`config.mk`:
```
export PLATFORM = sky130hd
export DESIGN_NAME = fpga_count_ctrl_flat
export DESIGN_NICKNAME = d
export VERILOG_FILES = /design/src/rtl/fpga_count_ctrl_pkg.sv /design/src/rtl/fpga_count_ctrl_if.sv /design/src/rtl/fpga_count_snap.sv /design/src/rtl/fpga_count_ctrl.sv /design/src/flat_wrapper.sv
export SDC_FILE = /design/constraint.sdc
export NUM_CORES = 1
export LEC_CHECK = 0
export BUFFER_PORTS_ARGS = -buffer_cell sky130_fd_sc_hd__buf_2
export CORE_MARGIN = 5
export CORE_UTILIZATION = 42
export DETAILED_ROUTE_END_ITERATION = 10
export PLACE_DENSITY = 0.67
export SETUP_SLACK_MARGIN = 0.05
export SLEW_MARGIN = 20
export SYNTH_ARGS = -nofsm -noshare
export SYNTH_HDL_FRONTEND = slang
export SYNTH_HIERARCHICAL = 1
export SYNTH_SLANG_ARGS = --single-unit
```
`constraint.sdc`:
```
create_clock -name clk -period 6 [get_ports clk]
set_input_delay 0.3 -clock clk [delete_from_list [all_inputs] [get_ports clk]]
set_output_delay 0.3 -clock clk [all_outputs]
set_load 0.05 [all_outputs]
```
`src/rtl/fpga_count_ctrl_pkg.sv`:
```
// Shared types for the counter controller: command opcodes, FSM states, default width.
package fpga_count_ctrl_pkg;

   localparam int CNT_ODW_DEFAULT = 32;

   typedef enum logic [2:0] {
      OP_CLEAR    = 3'd0,
      OP_LOAD_CMP = 3'd1,
      OP_LOAD_CNT = 3'd2,
      OP_START    = 3'd3,
      OP_STOP     = 3'd4,
      OP_SNAP     = 3'd5,
      OP_RSVD6    = 3'd6,
      OP_RSVD7    = 3'd7
   } cnt_op_e;

   typedef enum logic [1:0] {
      ST_IDLE = 2'd0,
      ST_RUN  = 2'd1,
      ST_DONE = 2'd2
   } cnt_state_e;

endpackage

```
`src/rtl/fpga_count_ctrl_if.sv`:
```
// Command and snapshot handshake bundle between the control fabric and fpga_count_ctrl.
interface fpga_count_ctrl_if
   import fpga_count_ctrl_pkg::*;
#(
   parameter int ODW = CNT_ODW_DEFAULT
) ();

   logic           cmd_valid;
   logic           cmd_ready;
   logic [2:0]     cmd_op;
   logic [ODW-1:0] cmd_data;
   logic           snap_valid;
   logic           snap_ready;
   logic [ODW-1:0] snap_data;

   modport master (
      output cmd_valid, cmd_op, cmd_data, snap_ready,
      input  cmd_ready, snap_valid, snap_data
   );

   modport slave (
      input  cmd_valid, cmd_op, cmd_data, snap_ready,
      output cmd_ready, snap_valid, snap_data
   );

endinterface

```
`src/rtl/fpga_count_snap.sv`:
```
// One-entry valid/ready snapshot register; free tells the command side a new
// snapshot (or any command) can be taken this cycle.
module fpga_count_snap
   import fpga_count_ctrl_pkg::*;
#(
   parameter int ODW = CNT_ODW_DEFAULT
) (
   input  logic           clk,
   input  logic           rst,
   input  logic           load,
   input  logic [ODW-1:0] load_data,
   input  logic           snap_ready,
   output logic           snap_valid,
   output logic [ODW-1:0] snap_data,
   output logic           free
);

   assign free = !snap_valid || snap_ready;

   always_ff @(posedge clk) begin
      if (rst) begin
         snap_valid <= 1'b0;
         snap_data  <= '0;
      end else if (load) begin
         snap_valid <= 1'b1;
         snap_data  <= load_data;
      end else if (snap_valid && snap_ready) begin
         snap_valid <= 1'b0;
      end
   end

endmodule

```
`src/rtl/fpga_count_ctrl.sv`:
```
// Command-driven controller for a free-running counter with compare-match ticks,
// wrap detection and a valid/ready snapshot return path.
module fpga_count_ctrl
   import fpga_count_ctrl_pkg::*;
#(
   parameter int ODW = CNT_ODW_DEFAULT
) (
   input  logic              clk,
   input  logic              rst,
   fpga_count_ctrl_if.slave  bus,
   input  logic              cfg_periodic,
   output logic [ODW-1:0]    count,
   output logic              running,
   output logic              done,
   output logic              tick,
   output logic              wrap
);

   cnt_state_e     state, state_nxt;
   cnt_op_e        op;
   logic [ODW-1:0] cmp, cmp_nxt, count_nxt;
   logic           periodic, periodic_nxt;
   logic           tick_nxt, wrap_nxt;
   logic           accept, free, snap_load;
   logic           override, hit, at_max, counting;

   assign op        = cnt_op_e'(bus.cmd_op);
   assign accept    = bus.cmd_valid && free;
   assign snap_load = accept && (op == OP_SNAP);
   assign hit       = (count == cmp);
   assign at_max    = (count == '1);

   // CLEAR, LOAD_CNT and STOP pre-empt this cycle's match/wrap processing.
   assign override  = accept && ((op == OP_CLEAR) || (op == OP_LOAD_CNT) || (op == OP_STOP));
   assign counting  = (state == ST_RUN) && !override;

   assign bus.cmd_ready = free;

   always_ff @(posedge clk) begin
      if (rst) state <= ST_IDLE;
      else     state <= state_nxt;
   end

   always_comb begin
      state_nxt = state;
      if (accept) begin
         case (op)
            OP_CLEAR: state_nxt = ST_IDLE;
            OP_START: if (state != ST_RUN) state_nxt = ST_RUN;
            OP_STOP:  state_nxt = ST_IDLE;
            default:  ;
         endcase
      end
      if (counting && hit && !periodic) state_nxt = ST_DONE;
   end

   always_comb begin
      running = (state == ST_RUN);
      done    = (state == ST_DONE);
   end

   always_comb begin
      count_nxt    = count;
      cmp_nxt      = cmp;
      periodic_nxt = periodic;
      tick_nxt     = 1'b0;
      wrap_nxt     = 1'b0;
      if (accept) begin
         case (op)
            OP_CLEAR:    count_nxt = '0;
            OP_LOAD_CMP: cmp_nxt   = bus.cmd_data;
            OP_LOAD_CNT: count_nxt = bus.cmd_data;
            OP_START: begin
               if (state != ST_RUN) periodic_nxt = cfg_periodic;
               if (state == ST_DONE) count_nxt = '0;
            end
            default: ;
         endcase
      end
      // Match outranks wrap, so cmp=all-ones ticks without wrapping.
      if (counting) begin
         if (hit) begin
            tick_nxt = 1'b1;
            if (periodic) count_nxt = '0;
         end else if (at_max) begin
            wrap_nxt  = 1'b1;
            count_nxt = '0;
         end else begin
            count_nxt = count + 1'b1;
         end
      end
   end

   always_ff @(posedge clk) begin
      if (rst) begin
         count    <= '0;
         cmp      <= '1;
         periodic <= 1'b0;
         tick     <= 1'b0;
         wrap     <= 1'b0;
      end else begin
         count    <= count_nxt;
         cmp      <= cmp_nxt;
         periodic <= periodic_nxt;
         tick     <= tick_nxt;
         wrap     <= wrap_nxt;
      end
   end

   fpga_count_snap #(.ODW(ODW)) u_snap (
      .clk        (clk),
      .rst        (rst),
      .load       (snap_load),
      .load_data  (count),
      .snap_ready (bus.snap_ready),
      .snap_valid (bus.snap_valid),
      .snap_data  (bus.snap_data),
      .free       (free)
   );

endmodule

```
`src/flat_wrapper.sv`:
```
// flat-port wrapper written by rule: the top's interface ports become plain ports
module fpga_count_ctrl_flat import fpga_count_ctrl_pkg::*;
#(
   parameter int ODW = CNT_ODW_DEFAULT
)
  (clk, rst, cfg_periodic, count, running, done, tick, wrap, bus_cmd_valid, bus_cmd_op, bus_cmd_data, bus_snap_ready, bus_cmd_ready, bus_snap_valid, bus_snap_data);
  fpga_count_ctrl_if #(.ODW(ODW)) bus_i ();
  input  logic clk;
  input  logic rst;
  input  logic cfg_periodic;
  output logic [ODW-1:0] count;
  output logic running;
  output logic done;
  output logic tick;
  output logic wrap;
  input wire logic [$bits(bus_i.cmd_valid)-1:0] bus_cmd_valid;
  input wire logic [$bits(bus_i.cmd_op)-1:0] bus_cmd_op;
  input wire logic [$bits(bus_i.cmd_data)-1:0] bus_cmd_data;
  input wire logic [$bits(bus_i.snap_ready)-1:0] bus_snap_ready;
  output wire logic [$bits(bus_i.cmd_ready)-1:0] bus_cmd_ready;
  output wire logic [$bits(bus_i.snap_valid)-1:0] bus_snap_valid;
  output wire logic [$bits(bus_i.snap_data)-1:0] bus_snap_data;
  assign bus_i.cmd_valid = bus_cmd_valid;
  assign bus_i.cmd_op = bus_cmd_op;
  assign bus_i.cmd_data = bus_cmd_data;
  assign bus_i.snap_ready = bus_snap_ready;
  assign bus_cmd_ready = bus_i.cmd_ready;
  assign bus_snap_valid = bus_i.snap_valid;
  assign bus_snap_data = bus_i.snap_data;
  fpga_count_ctrl #(.ODW(ODW)) u_core (.clk(clk), .rst(rst), .bus(bus_i), .cfg_periodic(cfg_periodic), .count(count), .running(running), .done(done), .tick(tick), .wrap(wrap));
endmodule
```
==> qor.yml <==
layout:
  nNetsFinal: 669
  syn_to_final_growth_pct: 15.6
  drive_gt1_share_pct: 21.6
  diodes: 0
  fillers: 1165
worst_setup_path:
  worstReg2RegStart: "u_core/count[29]$_SDFF_PP0_"
  worstPathRequired_ps: 6260
  critPathLaunchType: "register"
  path_max_fanout: 21
  worst-setup-path-type: "reg2reg"
  cp-end-kind: "register"
  cp_data_arrival_time_ps: 3180
  reg2reg_slack_ps: 3080
  r2r_end: "u_core/count[30]$_SDFF_PP0_"
  reg2regPathDepth: 7
drt:
  wl_met1_um: 6240
  num_vias: 4449
  routed.top_layer: "met4"
  wl_per_cell_um: 17.6
  wl_met3_um: 1110
  drc: 0
  dr.pass1.iters: 5
  drtIter0Drc: 363
  ant_nets: 0
  wirelength_um: 14000
  viasPerCell: 5.58
  wl_met2_um: 6350
floorplan:
  core_um2: 12100
  start_util_pct: 42.9
  die-area_um2: 14600
  die_w_um: 121
  num_rows: 40
  die_height_um: 121
  io_pins: 110
logic_synthesis:
  synth_async_sr_flop_share_pct: 0
  syn_area_per_cell_um2: 9.37
  ys_ff_latch: 102
  syn-cell-area_um2: 5170
  synth_cells: 552
  synth_cell_types: 47
  synth_edf_count: 0
  yosys_warnings: 6
  syn-num-nets: 593
  ys_seq_area_share_pct: 39.5
  synth_ff_type: "dfxtp_1"
clock_network:
  hold_buffers: 0
  cts_tree: "done"
  cts_buffers: 9
  ctsResizeCount: 0
  clkLatencyLatePin_ps: 350
  cts_setup_buffers: 0
  cts.sinks: 102
  cts_root_buf: "clkbuf_16"
  clkSlewWorstSetupHoldPaths_ps: 70
  h-tree-depth: 3
  clk_path_buf_depth: 2
outcome:
  outcome: "finished clean"
pwr:
  ir_drop_mv: 0.104
  p_per_area_nw_per_um2: 227
  leakagePower_nw: 2.20
global_routing:
  grt_pass1_wl_um: 22500
  antenna_found_initial: 0
  grt_usage_pct: 19.1
  grt_remaining_overflow: 0
  grt_max_degree: 114
  grt_pass1_vias: 4293
placement:
  place_hpwl_um: 9490
  placement.io_buffers: 109
  gp_congestion: 0.847
sta:
  relSlewSlack_pct: 41.6
  fin_setup_tns_ps: 0
  layout_min_cycle_time_ps: 2920
  setup_viol: 0
  worst_slew_pin_slew_ps: 868
  skew_ps: 9.97
  finalHoldViolCount: 0
  whs_ps: 164
  max_freq_mhz: 343
  drv_slew: 0
  rsz0062_at_grt: "false"
  period_share_pct: 48.6
worst_hold_path:
  min_to: "u_core/cmp[25]$_SDFFE_PP1P_"
  holdPathStages: 2
  worstHoldPathType: "in2reg"
  hold_path.startpoint: "bus_cmd_data[25]"
run:
  cap_violations: 0
-- cell usage in the layout, fill, tap and decap left out, types with 2 or more instances in the layout --
master     instances
xor2_1            52
nor2_1            50
nand4_1           12
o31ai_1           10
buf_4              5
nor4_1            12
nor3_1             6
nand3b_1           2
nor4b_4            2
nand2b_1           2
buf_2            108
nand3_1           21
a211o_1           33
clkbuf_1           2
inv_1              4
or3_1             11
mux2i_1           33
xnor2_1           10
and3_1             4
o21ai_0            3
dfxtp_1          102
o32ai_1           10
a21oi_1            5
a2bb2oi_1          6
or2_0              3
a22oi_1           33
o22a_1             2
nand2_1           10
and4_1             4
clkbuf_16          9
nor2b_1           44
-- layer usage --
metal	vias to the layer above	global-route usage (%)
met5	-	0
met4	0	6.73
met3	21	5.55
met2	158	29.7
met1	2122	25.3
li1	2148	-
-- worst max path at each step --
stage / slack, ps / endpoint / startpoint
after floorplan: 3320 / u_core/cmp[0]$_SDFFE_PP1P_ / u_core/u_snap/snap_valid$_SDFFE_PP0P_
after global placement: 3080 / u_core/count[23]$_SDFF_PP0_ / u_core/count[14]$_SDFF_PP0_
after detailed placement: 3100 / u_core/count[24]$_SDFF_PP0_ / u_core/count[0]$_SDFF_PP0_
after CTS: 3060 / u_core/count[26]$_SDFF_PP0_ / u_core/count[0]$_SDFF_PP0_
after global routing: 2880 / u_core/count[20]$_SDFF_PP0_ / u_core/count[0]$_SDFF_PP0_
final: 3080 / u_core/count[30]$_SDFF_PP0_ / u_core/count[29]$_SDFF_PP0_
-- area by class of cell --
class	instances	area (µm²)	area share (%)
multi-input cells	397	2870	48.1
flip-flops and latches	102	2040	34.2
clock inverters	2	12.5	0.209
clock buffers	11	233	3.90
repair buffers	114	589	9.86
inverters	4	15.0	0.251
well taps	168	210	3.52
-- logic make-up (layout without fill, tap and decap cells) --
logic type      count (synthesis)  after routing  synth area share [%]
flops                         102            102                  39.5
fa+ha+maj                       1              1                 0.242
compound gates                107            107                  16.4
simple gates                  194            194                  21.5
mux                            33             33                  6.39
xor+xnor                       62             62                  10.5
buf+inv                        53            131                  5.49
-- critical path, cell delays in order, from the launching register on --
cell	delay, ps
dfxtp_1	520
xor2_1	160
nor4_1	590
nand4_1	310
o31a_1	490
buf_4	290
or3_1	380
o31ai_1	80
-- per-stage QoR --
stage	power (mW)	utilization [%]	instance area, µm²	worst slack, ps	instances
after floorplan	0.814	-	5170	3320	552
after global placement	0.854	47.4	5720	3080	785
after detailed placement	0.857	47.4	5720	3100	785
after CTS	1.37	49.5	5970	3060	798
after global routing	1.41	49.5	5970	2880	798
final	1.36	49.5	5970	3080	798
-- state kept, by name, indices dropped and copies added (netlist names) --
signal                    cells
u_core/count                 32
u_core/u_snap/snap_data      32
u_core/periodic               1
u_core/cmp                   32
u_core/u_snap/snap_valid      1
u_core/state                  2
u_core/wrap                   1
u_core/tick                   1
-- synth_stat cells (5+ instances only) --
master / n / area share [%]
or3_1: 11 / 1.3
nor2b_1: 44 / 5.3
nor2_1: 51 / 3.7
xor2_1: 52 / 8.8
a21oi_1: 5 / 0.48
nand3_1: 21 / 2.0
dfxtp_1: 102 / 39
a211o_1: 33 / 5.6
nor4_1: 12 / 1.5
mux2i_1: 33 / 6.4
xnor2_1: 10 / 1.7
nor3_1: 6 / 0.58
a2bb2oi_1: 6 / 1.0
nand4_1: 12 / 1.5
clkbuf_1: 24 / 1.7
a22oi_1: 33 / 4.8
o32ai_1: 10 / 1.7
nand2_1: 10 / 0.73
o31ai_1: 10 / 1.5
buf_2: 17 / 1.6
-- power by group --
part | internal [mW] | total, mW | switching, mW
Combinational | 0.0484 | 0.133 | 0.0846
Clock | 0.274 | 0.515 | 0.241
Sequential | 0.691 | 0.710 | 0.0187
Total | 1.01 | 1.36 | 0.345
Power figures use the tool's default switching activity.
